===== config.mk =====
export PLATFORM = sky130hd
export DESIGN_NAME = wave_shaper_flat
export DESIGN_NICKNAME = d
export VERILOG_FILES = /design/src/rtl/wave_shaper_if.sv /design/src/rtl/wave_shaper.sv /design/src/flat_wrapper.sv
export SDC_FILE = /design/constraint.sdc
export NUM_CORES = 1
export LEC_CHECK = 0
export CAP_MARGIN = 20
export CORE_UTILIZATION = 49
export CTS_CLUSTER_SIZE = 10
export DETAILED_ROUTE_END_ITERATION = 6
export PLACE_DENSITY = 0.77
export SYNTH_ARGS = -nofsm -noshare
export SYNTH_HDL_FRONTEND = slang
export SYNTH_SLANG_ARGS = --single-unit

===== constraint.sdc =====
create_clock -name clk_i -period 4.75 [get_ports clk_i]
set_input_delay 0.95 -clock clk_i [delete_from_list [all_inputs] [get_ports clk_i]]
set_output_delay 0.95 -clock clk_i [all_outputs]
set_load 0.01 [all_outputs]

===== src/rtl/wave_shaper_if.sv =====
// Bus bundle between the DDS core / control side and the waveform shaper.
interface wave_shaper_if #(
  parameter int DW      = 8,
  parameter int PHASE_W = 32
);
  logic [DW-1:0]      dds_wave_i;
  logic               dds_wave_valid_i;
  logic [PHASE_W-1:0] dds_phase_i;
  logic               mode_trig_i;
  logic               mode_load_i;
  logic [2:0]         mode_i;
  logic [DW-1:0]      duty_i;
  logic [DW:0]        amp_i;
  logic [DW-1:0]      wave_data_o;
  logic               wave_data_valid_o;
  logic [2:0]         mode_o;
  logic               sw_pending_o;

  // Sample source and control side
  modport master (
    output dds_wave_i, dds_wave_valid_i, dds_phase_i,
    output mode_trig_i, mode_load_i, mode_i, duty_i, amp_i,
    input  wave_data_o, wave_data_valid_o, mode_o, sw_pending_o
  );

  // Shaper side
  modport slave (
    input  dds_wave_i, dds_wave_valid_i, dds_phase_i,
    input  mode_trig_i, mode_load_i, mode_i, duty_i, amp_i,
    output wave_data_o, wave_data_valid_o, mode_o, sw_pending_o
  );
endinterface


===== src/rtl/wave_shaper.sv =====
// DDS waveform shaper: sine / triangle / saw / reverse saw / square selection,
// square duty, amplitude scaling, optionally phase-wrap aligned mode switching.
// Two-stage pipeline: shaped sample, then scaled sample.
module wave_shaper #(
  parameter int DW      = 8,
  parameter int PHASE_W = 32,
  parameter int TAP_MSB = 26,
  parameter bit SYNC_SW = 1'b1
) (
  input  logic          clk_i,
  input  logic          rst_n_i,
  wave_shaper_if.slave  bus
);

  typedef enum logic [2:0] {
    MODE_SIN  = 3'd0,
    MODE_TRI  = 3'd1,
    MODE_SAW  = 3'd2,
    MODE_RSAW = 3'd3,
    MODE_SQR  = 3'd4
  } wave_mode_e;

  typedef enum logic {
    ST_RUN   = 1'b0,
    ST_ARMED = 1'b1
  } sw_state_e;

  localparam logic [DW:0]   UNITY   = {1'b1, {DW{1'b0}}};
  localparam logic [DW:0]   MID_EXT = {2'b01, {(DW-1){1'b0}}};
  localparam logic [DW-1:0] MID     = {1'b1, {(DW-1){1'b0}}};

  wave_mode_e       target_q;
  wave_mode_e       mode_q;
  wave_mode_e       eff_mode;
  sw_state_e        state_q;
  logic             prev_msb_q;

  logic [DW-1:0]    tap;
  logic [DW-1:0]    tri_v;
  logic             wrap;
  logic             qualify;
  logic             take_switch;
  logic [DW-1:0]    shaped;

  logic             v1_q;
  logic [DW-1:0]    raw_q;
  logic             valid_q;
  logic [DW-1:0]    data_q;

  logic [DW:0]          amp_eff;
  logic signed [DW:0]   s_val;
  logic signed [2*DW+2:0] prod;
  logic [DW-1:0]        scaled;

  logic unused_bits;

  assign tap   = bus.dds_phase_i[TAP_MSB -: DW];
  assign tri_v = {tap[DW-2:0], 1'b0};

  // Only the tap window of the phase and the middle bits of the product matter.
  assign unused_bits = ^{bus.dds_phase_i, prod[2*DW+2:2*DW], prod[DW-1:0]};

  // Wrap = tap MSB falling between consecutive valid samples.
  assign wrap        = prev_msb_q & ~tap[DW-1];
  assign qualify     = bus.dds_wave_valid_i & (SYNC_SW ? wrap : 1'b1);
  // The qualifying sample is itself shaped with the incoming mode.
  assign take_switch = (state_q == ST_ARMED) && qualify && (target_q != mode_q);
  assign eff_mode    = take_switch ? target_q : mode_q;

  // Target mode: load wins over trig; out-of-range load values are dropped.
  always_ff @(posedge clk_i or negedge rst_n_i) begin
    if (!rst_n_i) begin
      target_q <= MODE_SIN;
    end else if (bus.mode_load_i) begin
      if (bus.mode_i <= 3'd4) begin
        target_q <= wave_mode_e'(bus.mode_i);
      end
    end else if (bus.mode_trig_i) begin
      target_q <= (target_q == MODE_SQR) ? MODE_SIN : wave_mode_e'(target_q + 3'd1);
    end
  end

  // Switch FSM: arm when target differs, commit on the qualifying sample.
  always_ff @(posedge clk_i or negedge rst_n_i) begin
    if (!rst_n_i) begin
      state_q    <= ST_RUN;
      mode_q     <= MODE_SIN;
      prev_msb_q <= 1'b0;
    end else begin
      if (bus.dds_wave_valid_i) begin
        prev_msb_q <= tap[DW-1];
      end
      case (state_q)
        ST_RUN: begin
          if (target_q != mode_q) begin
            state_q <= ST_ARMED;
          end
        end
        ST_ARMED: begin
          if (target_q == mode_q) begin
            state_q <= ST_RUN;
          end else if (qualify) begin
            mode_q  <= target_q;
            state_q <= ST_RUN;
          end
        end
        default: state_q <= ST_RUN;
      endcase
    end
  end

  // Raw waveform for the mode in effect on this sample.
  always_comb begin
    shaped = '0;
    case (eff_mode)
      MODE_SIN:  shaped = {~bus.dds_wave_i[DW-1], bus.dds_wave_i[DW-2:0]};
      MODE_TRI:  shaped = tap[DW-1] ? ~tri_v : tri_v;
      MODE_SAW:  shaped = tap;
      MODE_RSAW: shaped = ~tap;
      MODE_SQR:  shaped = (tap < bus.duty_i) ? '1 : '0;
      default:   shaped = '0;
    endcase
  end

  // Stage 1: capture the shaped sample on each valid strobe.
  always_ff @(posedge clk_i or negedge rst_n_i) begin
    if (!rst_n_i) begin
      v1_q  <= 1'b0;
      raw_q <= '0;
    end else begin
      v1_q <= bus.dds_wave_valid_i;
      if (bus.dds_wave_valid_i) begin
        raw_q <= shaped;
      end
    end
  end

  // Amplitude scaling about the midpoint; floor shift keeps results in range.
  always_comb begin
    amp_eff = (bus.amp_i > UNITY) ? UNITY : bus.amp_i;
    s_val   = $signed({1'b0, raw_q}) - $signed(MID_EXT);
    prod    = (2*DW+3)'(s_val) * (2*DW+3)'($signed({1'b0, amp_eff}));
    scaled  = MID + prod[2*DW-1:DW];
  end

  // Stage 2: register the scaled sample; data holds between strobes.
  always_ff @(posedge clk_i or negedge rst_n_i) begin
    if (!rst_n_i) begin
      valid_q <= 1'b0;
      data_q  <= '0;
    end else begin
      valid_q <= v1_q;
      if (v1_q) begin
        data_q <= scaled;
      end
    end
  end

  assign bus.wave_data_o       = data_q;
  assign bus.wave_data_valid_o = valid_q;
  assign bus.mode_o            = mode_q;
  assign bus.sw_pending_o      = (target_q != mode_q);

endmodule


===== src/flat_wrapper.sv =====
// flat-port wrapper written by rule: the top's interface ports become plain ports
module wave_shaper_flat 
#(
  parameter int DW      = 8,
  parameter int PHASE_W = 32,
  parameter int TAP_MSB = 26,
  parameter bit SYNC_SW = 1'b1
)
  (clk_i, rst_n_i, bus_dds_wave_i, bus_dds_wave_valid_i, bus_dds_phase_i, bus_mode_trig_i, bus_mode_load_i, bus_mode_i, bus_duty_i, bus_amp_i, bus_wave_data_o, bus_wave_data_valid_o, bus_mode_o, bus_sw_pending_o);
  wave_shaper_if #(.DW(DW), .PHASE_W(PHASE_W)) bus_i ();
  input  logic clk_i;
  input  logic rst_n_i;
  input wire logic [$bits(bus_i.dds_wave_i)-1:0] bus_dds_wave_i;
  input wire logic [$bits(bus_i.dds_wave_valid_i)-1:0] bus_dds_wave_valid_i;
  input wire logic [$bits(bus_i.dds_phase_i)-1:0] bus_dds_phase_i;
  input wire logic [$bits(bus_i.mode_trig_i)-1:0] bus_mode_trig_i;
  input wire logic [$bits(bus_i.mode_load_i)-1:0] bus_mode_load_i;
  input wire logic [$bits(bus_i.mode_i)-1:0] bus_mode_i;
  input wire logic [$bits(bus_i.duty_i)-1:0] bus_duty_i;
  input wire logic [$bits(bus_i.amp_i)-1:0] bus_amp_i;
  output wire logic [$bits(bus_i.wave_data_o)-1:0] bus_wave_data_o;
  output wire logic [$bits(bus_i.wave_data_valid_o)-1:0] bus_wave_data_valid_o;
  output wire logic [$bits(bus_i.mode_o)-1:0] bus_mode_o;
  output wire logic [$bits(bus_i.sw_pending_o)-1:0] bus_sw_pending_o;
  assign bus_i.dds_wave_i = bus_dds_wave_i;
  assign bus_i.dds_wave_valid_i = bus_dds_wave_valid_i;
  assign bus_i.dds_phase_i = bus_dds_phase_i;
  assign bus_i.mode_trig_i = bus_mode_trig_i;
  assign bus_i.mode_load_i = bus_mode_load_i;
  assign bus_i.mode_i = bus_mode_i;
  assign bus_i.duty_i = bus_duty_i;
  assign bus_i.amp_i = bus_amp_i;
  assign bus_wave_data_o = bus_i.wave_data_o;
  assign bus_wave_data_valid_o = bus_i.wave_data_valid_o;
  assign bus_mode_o = bus_i.mode_o;
  assign bus_sw_pending_o = bus_i.sw_pending_o;
  wave_shaper #(.DW(DW), .PHASE_W(PHASE_W), .TAP_MSB(TAP_MSB), .SYNC_SW(SYNC_SW)) u_core (.clk_i(clk_i), .rst_n_i(rst_n_i), .bus(bus_i));
endmodule

**Yosys cells after proc, flatten, opt, wreduce, memory -nomap -nowiden**

Index checks and enable logic that the tools add are counted.

- Bitwise gates (word level): 8
- Multiplexer cells: 13
- $mul: 1
- Magnitude comparators: 3
- Equal/unequal tests: 8
- Add/sub/neg operators: 3
- Reductions and logical operators: 6

Operators with widths:

| cell | count |
|---|---|
| $pmux 8 s5 | 1 |
| $mul 9x10->16 | 1 |
| $mux 8 | 2 |
| $not 8->8 | 2 |
| $mux 3 | 5 |
| $gt 9x9->1 const B | 1 |
| $mux 9 | 1 |
| $sub 8x8->9 const B | 1 |
| $add 8x8->8 const A | 1 |
| $lt 8x8->1 | 1 |
| $eq 3x2->1 const B | 2 |
| $eq 3x3->1 const B | 2 |
| $not 1->1 | 4 |
| $add 3x1->3 const B | 1 |
| $eq 3x1->1 const B | 1 |
| $eq 3x3->1 | 1 |
| $le 3x3->1 const B | 1 |
| $logic_not 3->1 | 1 |
| $mux 1 | 3 |
| $ne 3x3->1 | 1 |
| $reduce_and 3->1 | 1 |
| $and 1x1->1 | 2 |
| $logic_and 1x1->1 | 2 |
| $ne 2x1->1 const B | 1 |
| 3 further kinds | 3 |

- Word-level logic and storage cells: 50
- Register bits after elaboration: 26

**Depth between registers and ports, before layout**

Gate-level depths: netlist of run 1.

- Word-level depth: 8
- Mapped depth: 19

**Worst setup path after synthesis of run 1**

No wires, ideal clock.

- Path kind: input port to flip-flop
- Start: input port bus_amp_i[8]
- End: register u_core.data_q[4], in the netlist u_core.bus.wave_data_o[4]
- Arrival: 5.688 ns
- Stages on the path: 17
- Path buffers: 1
- Path slack: -1.058 ns
- Path through: clkbuf_1 > nor2b_1 > nand2b_1 > fa_1 > fa_1 > inv_1 > fa_1 > fa_1 > inv_1 > fa_1 > inv_1 > ha_1 > o21ai_0 > nor2_1 > o41a_4 > or3_1 > a31o_1

- Cells in the longest elaborated chain, start to end: 4

RTL lines:

| what | line | text |
|---|---|---|
| from (decl) | flat_wrapper.sv:20 | `input wire logic [$bits(bus_i.amp_i)-1:0] bus_amp_i;` |
| $gt 9x9->1 | wave_shaper.sv:140 | `amp_eff = (bus.amp_i > UNITY) ? UNITY : bus.amp_i;` |
| $mux 9 (*) | wave_shaper.sv:140 |  |
| $mul 9x10->16 (*) | wave_shaper.sv:142 | `prod = (2*DW+3)'(s_val) * (2*DW+3)'($signed({1'b0, amp_eff}));` |
| $add 8x8->8 (*) | wave_shaper.sv:143 | `scaled = MID + prod[2*DW-1:DW];` |
| to (signal assigned) | wave_shaper.sv:154 | `data_q <= scaled;` |
| to (decl) | wave_shaper.sv:48 | `logic [DW-1:0] data_q;` |

Every way passes the cells marked *; elsewhere a longest branch is shown, timed or not.
A chain may end at the register's enable or synchronous reset.

**Worst setup path in the final report of run 1**

Same ends and word-level chain as after synthesis.

==> summary.txt, run 1 <==
Status
  • Status: complete, but fails checks
  • Failing checks: setup timing

Drt
  • Routed WL: 11,460 um
  • Residual DRC count: 0
  • Vias: 3,741
  • First DRT Iteration DRCs: 151
  • Drt wl/cell: 16.93 um
  • Drt pass-1 iters: 4
  • Vias per std cell: 5.526
  • Detail Route Antenna Nets: 0

GRT
  • Total Routing Usage GR: 27.37%
  • Congestion Overflow GR: 0
  • First-pass GRT wire length: 19,110 um
  • Largest net degree at the start of global routing: 27
  • Initial antenna violation count: 0
  • Vias in the first global route: 3,970

STA
  • Final WS setup: -0.6104 ns
  • Final setup TNS: -4.009 ns
  • Fmax: 0.1866 GHz
  • WHS: 0.5267 ns
  • Final hold violations: 0
  • Post-Route Skew: 0.007485 ns
  • RSZ-0062 raised after global routing: yes
  • Slew @ Worst Pin: 0.5940 ns
  • Fin crit period: 5.360 ns
  • Setup violators final: 8
  • Max Slew Vio Count: 0
  • Final period util: 112.9%
  • Worst rel slew slack: 60.40%

Die
  • # IOs: 78
  • Initial Util: 51.49%
  • Die Ht: 95.62 um
  • Core ar.: 8341 um2
  • Die X: 95.62 um
  • Die area: 9142 um2
  • Std-Cell Rows: 33

Place
  • GPL Wtd Cong: 0.8893
  • Place WS: -1.470 ns
  • Detail Placement HPWL: 8755 um
  • Port Buffer Count: 53

Worst setup path
  • CP Launch Type: input port
  • Required @ worst endpoint: 4.93 ns
  • CP max FO: 7
  • CP Class: in -> reg
  • Crit path DAT: 5.54 ns
  • Setup crit end kind: flip-flop

Clock tree
  • H-tree Lvls: 1
  • Clk root buf: clkbuf_8
  • CTS Sinks: 26
  • CTS tree: built
  • CTS Buf Count: 3
  • Worst-Skew Late Latency: 0.28 ns
  • Clock tree buffer depth: 2
  • Clock transition at path regs: 0.10 ns

Layout
  • Layout Area Growth over Synthesis: 31.44%
  • FF+latch area: 650.6 um2
  • Layout cells sized above 1: 23.78%
  • Most frequent cells in the layout: inv_1, buf_4, fa_1
  • Final Util: 67.67%
  • # diodes: 0
  • Area of the multi-input gates: 3515 um2
  • Most common cell after layout, fill and taps aside: inv_1
  • Fillers: 629
  • Nets: 731

Logic synthesis
  • Gate Count Post-Synth: 481
  • Post-synth EDFFs: 0
  • #FFs+latches synth: 26
  • Largest cells by area after synthesis: fa_1, dfrtp_1, ha_1, inv_1, nand2_1
  • Synth warn: 0
  • Seq/Total Area, Yosys: 15.15%
  • Cell taking the most area after synthesis: fa_1
  • Predominant post-synthesis flop cell: dfrtp_1
  • Asr flop ratio synth: 100.0%
  • Syn nets: 639
  • Yosys cell types: 59
  • Mapped Avg Cell Area: 8.927 um2
  • Mapped cell area: 4294 um2
  • Synth top area share: 22.84%

Min path
  • Hold Crit Class: reg -> reg

Flow run
  • Max cap viols: 0
[area by class of cell]
class / count / share of cell area (%)
clock buffers: 3 / 0.7315
clock inverters: 1 / 0.5320
inverters: 72 / 4.788
multi-input cells: 358 / 62.27
flip-flops and latches: 26 / 11.53
well taps: 105 / 2.328
repair buffers: 112 / 17.82
[cell families after synthesis]
| family | synth area share [%] |
|---|---|
| adder cells (fa/ha/maj) | 35.66 |
| XOR/XNOR | 3.671 |
| AO/OA/AOI/OAI | 11.48 |
| multiplexers | 4.662 |
| flip-flops | 15.15 |
| buffers and inverters | 8.858 |
| AND/OR/NAND/NOR | 20.51 |
[synth_stat cells (2+ instances only)]
| cell | number |
|---|---|
| nand2b_1 | 5 |
| nand2_1 | 53 |
| mux2i_4 | 3 |
| nor2_1 | 18 |
| mux2_2 | 10 |
| a21oi_1 | 17 |
| o211a_1 | 6 |
| and2b_1 | 4 |
| xnor2_1 | 10 |
| nand4b_1 | 2 |
| o21a_1 | 2 |
| ha_1 | 44 |
| nand3_1 | 12 |
| inv_2 | 2 |
| buf_2 | 3 |
| inv_1 | 70 |
| a211oi_1 | 4 |
| o41ai_1 | 2 |
| and2_1 | 26 |
| fa_1 | 49 |
| and3_1 | 2 |
| nor3_1 | 6 |
| dfrtp_1 | 26 |
| buf_1 | 5 |
| a31o_2 | 2 |
| or2_2 | 3 |
| xor2_1 | 8 |
| a31oi_1 | 9 |
| mux2i_1 | 2 |
| clkbuf_1 | 14 |
| nor2b_1 | 14 |
| o211ai_1 | 2 |
| o21ai_0 | 15 |
| or3b_1 | 6 |
[layer usage]
metal / GRT usage (%) / routed length [um]
met5: 0 / 0
met4: 9.453 / 289
met3: 2.233 / 459
met2: 47.92 / 5792
met1: 35.39 / 4924
[metrics by stage]
step / cells / instance area (um2)
floorplan: 481 / 4429
global placement: 659 / 5274
detailed placement: 659 / 5274
CTS: 676 / 5549
global route: 677 / 5644
finish: 677 / 5644
[timing repair]
item | in CTS | in global routing
setup buffers | 13 | 2
gates resized for setup | 49 | 26
setup endpoints to repair | 8 | 8
hold buffers | 0 | 0
pin swaps | 24 | 20
endpoints found under the hold margin | 0 | 0
[registers in the layout, summed over array words and instances (netlist names)]
signal / cells
u_core.bus.wave_data_valid_o: 1
u_core.target_q: 3
u_core.bus.mode_o: 3
u_core.v1_q: 1
u_core.bus.wave_data_o: 8
u_core.prev_msb_q: 1
u_core.state_q: 1
u_core.raw_q: 8
[worst max-delay path, stage by stage]
cell and delay, ns:
buf_12 0.11, and2b_2 0.25, buf_6 0.12, nand2_4 0.05, fa_2 0.41, fa_1 0.55
inv_2 0.04, fa_1 0.49, fa_1 0.51, inv_1 0.05, fa_1 0.49, inv_2 0.05
ha_4 0.24, nand4b_1 0.14, nor4_4 0.08, o41a_4 0.49, or3_1 0.31, a31o_1 0.21
[path summary, 6_finish.rpt]
| kind | endpoint | slack, ns | depth (start not counted) | from |
|---|---|---|---|---|
| worst max-delay path | u_core.bus.wave_data_o[4] | -0.61 | 18 | bus_amp_i[8] |
| max in group asynchronous | u_core.raw_q[0] | 3.45 | 2 | rst_n_i |
| min in group asynchronous | u_core.bus.wave_data_o[0] | 1.04 | 2 | rst_n_i |
| worst min-delay path | u_core.prev_msb_q | 0.53 | 1 | u_core.prev_msb_q |
| worst max register to register | u_core.bus.wave_data_o[4] | -0.12 | 13 | u_core.raw_q[3] |
| worst min register to register | u_core.prev_msb_q | 0.53 | 1 | u_core.prev_msb_q |
Power of run 1 is left out: the tool's default activity adds up to more than one toggle a clock period on the data nets, which glitch-free logic cannot reach.
==> run 2, diff against run 1 <==
Settings changed: GPL_TIMING_DRIVEN from default to 1.
==> results of run 2 <==
Final layout, timing and power as in run 1 (identical DEF).
Power of run 2 is left out for the same reason.
